File: config.mk
export PLATFORM = sky130hd
export DESIGN_NAME = motor_ramp_ctrl
export DESIGN_NICKNAME = d
export VERILOG_FILES = /design/src/rtl/motor_pkg.sv /design/src/rtl/sat_abs.sv /design/src/rtl/motor_ramp_ctrl.sv
export SDC_FILE = /design/constraint.sdc
export NUM_CORES = 1
export LEC_CHECK = 0
export ABC_AREA = 1
export ABC_CLOCK_PERIOD_IN_PS = 7850
export BUFFER_PORTS_ARGS = -buffer_cell sky130_fd_sc_hd__buf_2
export CAP_MARGIN = 15
export CORE_MARGIN = 5
export CORE_UTILIZATION = 50
export DETAILED_ROUTE_END_ITERATION = 7
export PLACE_DENSITY = 0.76
export SYNTH_ARGS = -nofsm -noshare
export SYNTH_HDL_FRONTEND = slang
export SYNTH_SLANG_ARGS = --single-unit
File: constraint.sdc
create_clock -name clk -period 7.85 [get_ports clk]
set_clock_uncertainty 0.05 [all_clocks]
set_input_delay 2.355 -clock clk [delete_from_list [all_inputs] [get_ports clk]]
set_output_delay 2.355 -clock clk [all_outputs]
set_load 0.01 [all_outputs]
File: src/rtl/motor_pkg.sv
// Shared types, widths and helpers for the motor duty ramp controller.
package motor_pkg;

    localparam int DUTY_W = 11;
    localparam int SPD_W  = 12;
    localparam logic [DUTY_W-1:0] DUTY_MAX = 11'd2047;

    // HOLD: on target; RAMP: stepping toward target; DECEL: stepping to 0
    // before a reversal; BRAKE: parked at 0 with brake asserted.
    typedef enum logic [1:0] {
        ST_HOLD  = 2'd0,
        ST_RAMP  = 2'd1,
        ST_DECEL = 2'd2,
        ST_BRAKE = 2'd3
    } state_e;

    // Move cur toward tgt by at most step; never passes tgt, so never wraps.
    function automatic logic [DUTY_W-1:0] step_toward(
        input logic [DUTY_W-1:0] cur,
        input logic [DUTY_W-1:0] tgt,
        input logic [DUTY_W-1:0] step
    );
        logic [DUTY_W-1:0] diff;
        if (tgt >= cur) begin
            diff = tgt - cur;
            return cur + ((diff > step) ? step : diff);
        end else begin
            diff = cur - tgt;
            return cur - ((diff > step) ? step : diff);
        end
    endfunction

endpackage

File: src/rtl/sat_abs.sv
// Saturating absolute value of a signed speed command plus its sign bit.
module sat_abs
    import motor_pkg::*;
(
    input  logic signed [SPD_W-1:0]  val,
    output logic        [DUTY_W-1:0] mag,
    output logic                     neg
);

    logic [SPD_W-1:0] negated;

    // -2048 has no positive 12-bit counterpart, so it clamps to DUTY_MAX.
    always_comb begin
        mag     = '0;
        neg     = val[SPD_W-1];
        negated = SPD_W'(-val);
        if (val == -12'sd2048) begin
            mag = DUTY_MAX;
        end else if (val[SPD_W-1]) begin
            mag = negated[DUTY_W-1:0];
        end else begin
            mag = val[DUTY_W-1:0];
        end
    end

endmodule

File: src/rtl/motor_ramp_ctrl.sv
// Slew-limited motor duty controller with decelerate/brake/reverse sequencing.
// Handshake: a command is taken on a rising clk edge where cmd_vld and
// cmd_rdy are both high; cmd_rdy depends only on state and drops in BRAKE.
module motor_ramp_ctrl
    import motor_pkg::*;
#(
    parameter int STEP          = 16,
    parameter int BRAKE_PERIODS = 4
) (
    input  logic                     clk,
    input  logic                     rst_n,
    input  logic                     cmd_vld,
    input  logic signed [SPD_W-1:0]  cmd_spd,
    output logic                     cmd_rdy,
    input  logic                     pwm_wrap,
    output logic        [DUTY_W-1:0] duty,
    output logic                     dir,
    output logic                     brake,
    output logic                     busy,
    output state_e                   state_dbg
);

    localparam int CNT_W = (BRAKE_PERIODS < 1) ? 1 : $clog2(BRAKE_PERIODS + 1);
    localparam logic [CNT_W-1:0]  BRK_LAST = CNT_W'(BRAKE_PERIODS - 1);
    localparam logic [DUTY_W-1:0] STEP_V   = DUTY_W'(STEP);

    state_e             state_q,   state_d;
    logic [DUTY_W-1:0]  duty_q,    duty_d;
    logic               dir_q,     dir_d;
    logic               brake_q,   brake_d;
    logic [DUTY_W-1:0]  tgt_mag_q, tgt_mag_d;
    logic               tgt_dir_q, tgt_dir_d;
    logic [CNT_W-1:0]   brk_cnt_q, brk_cnt_d;

    logic [DUTY_W-1:0]  cmd_mag;
    logic               cmd_neg;
    logic               cmd_dir;
    logic               accept;

    sat_abs u_sat_abs (
        .val (cmd_spd),
        .mag (cmd_mag),
        .neg (cmd_neg)
    );

    assign cmd_rdy   = (state_q != ST_BRAKE);
    assign accept    = cmd_vld & cmd_rdy;
    assign duty      = duty_q;
    assign dir       = dir_q;
    assign brake     = brake_q;
    assign busy      = (state_q != ST_HOLD);
    assign state_dbg = state_q;

    // Next state: the wrap step uses the stored target; a command taken in
    // the same cycle is classified against the post-wrap duty/dir.
    always_comb begin
        state_d   = state_q;
        duty_d    = duty_q;
        dir_d     = dir_q;
        brake_d   = brake_q;
        tgt_mag_d = tgt_mag_q;
        tgt_dir_d = tgt_dir_q;
        brk_cnt_d = brk_cnt_q;
        cmd_dir   = dir_q;

        if (pwm_wrap) begin
            case (state_q)
                ST_HOLD: begin
                end
                ST_RAMP: begin
                    if ((tgt_dir_q != dir_q) && (duty_q != '0)) begin
                        state_d = ST_DECEL;
                    end else begin
                        // At duty 0 a wrong dir flips right away, no braking.
                        dir_d  = tgt_dir_q;
                        duty_d = step_toward(duty_q, tgt_mag_q, STEP_V);
                        if (duty_d == tgt_mag_q) begin
                            state_d = ST_HOLD;
                        end
                    end
                end
                ST_DECEL: begin
                    if (tgt_dir_q == dir_q) begin
                        state_d = ST_RAMP;
                    end else begin
                        duty_d = step_toward(duty_q, '0, STEP_V);
                        if (duty_d == '0) begin
                            brake_d   = 1'b1;
                            brk_cnt_d = '0;
                            state_d   = ST_BRAKE;
                        end
                    end
                end
                ST_BRAKE: begin
                    duty_d = '0;
                    if (brk_cnt_q == BRK_LAST) begin
                        brk_cnt_d = '0;
                        brake_d   = 1'b0;
                        dir_d     = tgt_dir_q;
                        state_d   = ST_RAMP;
                    end else begin
                        brk_cnt_d = brk_cnt_q + 1'b1;
                    end
                end
                default: state_d = ST_HOLD;
            endcase
        end

        if (accept) begin
            // A zero command carries no direction and keeps the current one.
            cmd_dir   = (cmd_mag == '0) ? dir_d : cmd_neg;
            tgt_mag_d = cmd_mag;
            tgt_dir_d = cmd_dir;
            case (state_d)
                ST_HOLD, ST_RAMP: begin
                    if ((cmd_dir != dir_d) && (duty_d != '0)) begin
                        state_d = ST_DECEL;
                    end else begin
                        state_d = ST_RAMP;
                    end
                end
                ST_DECEL: begin
                    if (cmd_dir == dir_d) begin
                        state_d = ST_RAMP;
                    end
                end
                default: begin
                end
            endcase
        end
    end

    // State and output registers; reset clears any pending target.
    always_ff @(posedge clk or negedge rst_n) begin
        if (!rst_n) begin
            state_q   <= ST_HOLD;
            duty_q    <= '0;
            dir_q     <= 1'b0;
            brake_q   <= 1'b0;
            tgt_mag_q <= '0;
            tgt_dir_q <= 1'b0;
            brk_cnt_q <= '0;
        end else begin
            state_q   <= state_d;
            duty_q    <= duty_d;
            dir_q     <= dir_d;
            brake_q   <= brake_d;
            tgt_mag_q <= tgt_mag_d;
            tgt_dir_q <= tgt_dir_d;
            brk_cnt_q <= brk_cnt_d;
        end
    end

endmodule

==> metrics <==
routed wire length=14400 um; post-route ant nets=0; reg2reg start=duty[5]; clk buf depth=2; xor and xnor area share after synthesis=between 5 and 6%; Worst path max stage delay=between 0.6 and 0.7 ns; layout cells sized above 1=roughly 10%; # IOs=33; final setup violation count=0; Fillers=approximately 900; Hold Crit Start=brk_cnt_q[1]; post_cts resized=0; via count of the routed design=about 5.3k; I/O Buffers=32; Top Family by Delay on Critical Path=simple AND/OR/NAND/NOR gates; antenna violations before repair=0; chip width=between 100 and 150 um; Lkg Pwr=a little under 3 nW; synthesized area=about 4700 um2; period utilisation layout=between 70 and 80%; Post-Synth Adder-Cell Area=14.6%; die height=about 110 um; Area Overhead vs Synth=8.41%; Post-DP HPWL=roughly 12000 um; Clock Tree Root=clkbuf_8; YS warnings=0; critical path class=flop to flop; CP Data Required Time=about 8 ns; status=finished, final reports clean; Syn Inst Count=around 790; synthesized flop and latch total=30; CP max stage cell=dfrtp_1; DIE AREA=between 10000 and 15000 um2; Cell variety after synth=43; Core Area=just over 9000 um2; fin crit period=between 5 and 6 ns; Hold Fails Final Rpt=0; total clock sinks=30; simple-gate share of the synthesized area=a little under two fifths; fmax=168 MHz; Worst Setup SP=duty[5]; Worst Path Buf+Inv=2; register area share after synthesis=15.8%; Slew HR=between 50% and 60%; Final Max Tran Viols=0; Avg Cell Area, Syn=6.05 um2; vias per cell=between 5 and 6; number of global-route vias before repair=approximately 4.9k; TritonRoute pass-1 iters=5; Syn Nets=between 800 and 900; # Max-Cap Violations=0; WP data arrival=6.09 ns; HP Class=flop to flop; Synth Area in Compound Gates=14.1%; CTS tree=done; gpl congestion=around 1.0; Avg WL per Cell=roughly 15 um; H-tree depth=2; CTS Hold Buffers Added=0; multiplexer share of the synthesized area=0%; RSZ-0062 raised after global routing=false; Total GRT Usage=25.0%; most frequent CP cell=nand2_1; CP max FO=9; Least-Margin Pin Slew=between 0.6 and 0.7 ns; CP startpoint kind=flop; P per Cell Area=approximately 490 nW/um2; largest net degree at the start of global routing=31; Crit. End Element=flop; Residual DRC=0; Rows=35; number of buffers created by CTS=5; combinational family with the most area after synthesis=simple AND/OR/NAND/NOR gates; DR iter-0 viols=438; Final #Nets=roughly 880; Skew-Pair Late Insertion Delay=between 0.2 and 0.3 ns; Fin Setup TNS=0 ns; starting density of the core=51.4%; Antenna Diode Count=0; Worst-path clk slew=approximately 0.07 ns; Final Util=a little under three fifths; Peak VDD IR=between 0.2 and 0.25 mV; gr ovfl total=0; first-pass GRT wire length=23500 um; postcts setup bufs=0
## cells by family (layout without fill, tap and decap cells)
kind of cell	Yosys count	count (layout)
AND/OR/NAND/NOR	405	405
buffers and inverters	156	186
AO/OA/AOI/OAI	113	113
adder cells (fa/ha/maj)	53	53
flip-flops	30	30
XOR/XNOR	28	28
## power by group
group | leakage, nW | switching, mW | internal [mW]
clock network | 0.0714 | 0.0584 | 0.135
logic | 2.48 | 1.34 | 0.674
registers | 0.370 | 0.111 | 0.212
## placed cells by master, fill, tap and decap left out, types with 2 or more instances in the layout
master     count
a22oi_1        7
nand4_1       19
a211oi_1       2
dfrtp_1       30
nor3_1        12
o21ai_0       35
nor2_1        59
a21oi_1       42
a31oi_1        3
xor2_1        22
inv_2         12
nand2_1      221
bufinv_16      2
nand3_1       60
nor4_1         2
o21ai_1        3
nand3_2        4
xnor2_1        6
a21o_1         3
nand2_2       10
buf_2         32
nor2_2         8
nand3b_1       6
inv_1        134
ha_1          49
o211ai_1       5
clkbuf_8       6
fa_1           4
o22ai_1        4
## synth_stat cells
cell,n,area [um2]
nor2_2,8,50.1
dfrtp_1,30,751
a21o_1,3,22.5
a21oi_4,1,16.3
a22oi_1,7,52.6
o31ai_1,1,7.51
o21ai_0,35,175
nand4_1,19,119
nand3_1,60,300
o22ai_1,4,25.0
nand3_2,4,40.0
xnor2_1,6,52.6
or2_2,1,6.26
nor3_1,12,60.1
buf_2,4,20.0
nand2_1,221,830
nand3_4,1,17.5
a31oi_1,3,18.8
inv_2,12,45.0
nor4_1,2,12.5
nand3b_1,6,45.0
a221oi_1,1,8.76
a2111oi_2,1,15.0
xor2_1,22,193
a21oi_1,42,210
fa_1,4,80.1
a211oi_1,2,15.0
ha_1,49,613
o211ai_2,1,12.5
o21ai_1,3,15.0
o21bai_2,1,11.3
buf_4,2,15.0
buf_6,2,22.5
inv_1,134,503
o21ai_2,1,8.76
a21oi_2,1,8.76
o21bai_1,1,7.51
o211ai_1,5,37.5
or3_1,1,6.26
nand2_2,10,62.6
nor2_1,59,221
clkbuf_1,2,7.51
nor3b_1,1,7.51
## layer usage
| layer | wire length (um) | vias up | GRT usage, % |
|---|---|---|---|
| met2 | 6340 | 252 | 41.0 |
| met4 | 432 | 0 | 8.30 |
| met3 | 1340 | 41 | 3.48 |
| met1 | 6330 | 2414 | 34.0 |
| met5 | 0 | - | 0 |
| li1 | - | 2585 | - |
## sequential cells by signal, summed over array words and instances (netlist names)
signal and count:
brake 1, brk_cnt_q 3, dir 1, duty 11, state_dbg 2, tgt_dir_q 1, tgt_mag_q 11
## worst min-delay path, delay by kind of cell, from the launching register on
family             cells  cell delay [ns]
DFF                    1             0.36
AOI/OAI and AO/OA      1             0.07
and+or+nand+nor        1             0.05
## metrics by stage
stage	total power, mW	hold WS (ns)	instances	cell area [um2]	setup slack, ns
floorplan	1.82	0.407	785	4750	3.12
global placement	2.26	0.424	936	5000	2.03
detailed placement	2.28	0.448	936	5000	1.95
CTS	2.49	0.467	944	5150	1.93
global route	2.79	0.507	944	5150	1.32
finish	2.54	0.462	944	5150	1.88
## final timing paths
path / depth (start not counted) / slack [ns] / end
worst max register to register: 36 / 1.88 / state_dbg[1]
max in group asynchronous: 1 / 5.26 / duty[0]
worst max-delay path: 36 / 1.88 / state_dbg[1]
min in group asynchronous: 1 / 2.06 / state_dbg[0]
worst min-delay path: 2 / 0.46 / brk_cnt_q[1]
worst min register to register: 2 / 0.46 / brk_cnt_q[1]
## area by class of cell
class,count,area (um2),area share [%]
Clock inverter,2,60.1,1.17
Timing Repair Buffer,32,160,3.11
Sequential cell,30,751,14.6
Tap cell,129,161,3.14
Clock buffer,6,82.6,1.60
Multi-Input combinational cell,599,3380,65.8
Inverter,146,548,10.6
(Power assumes the default switching activity.)
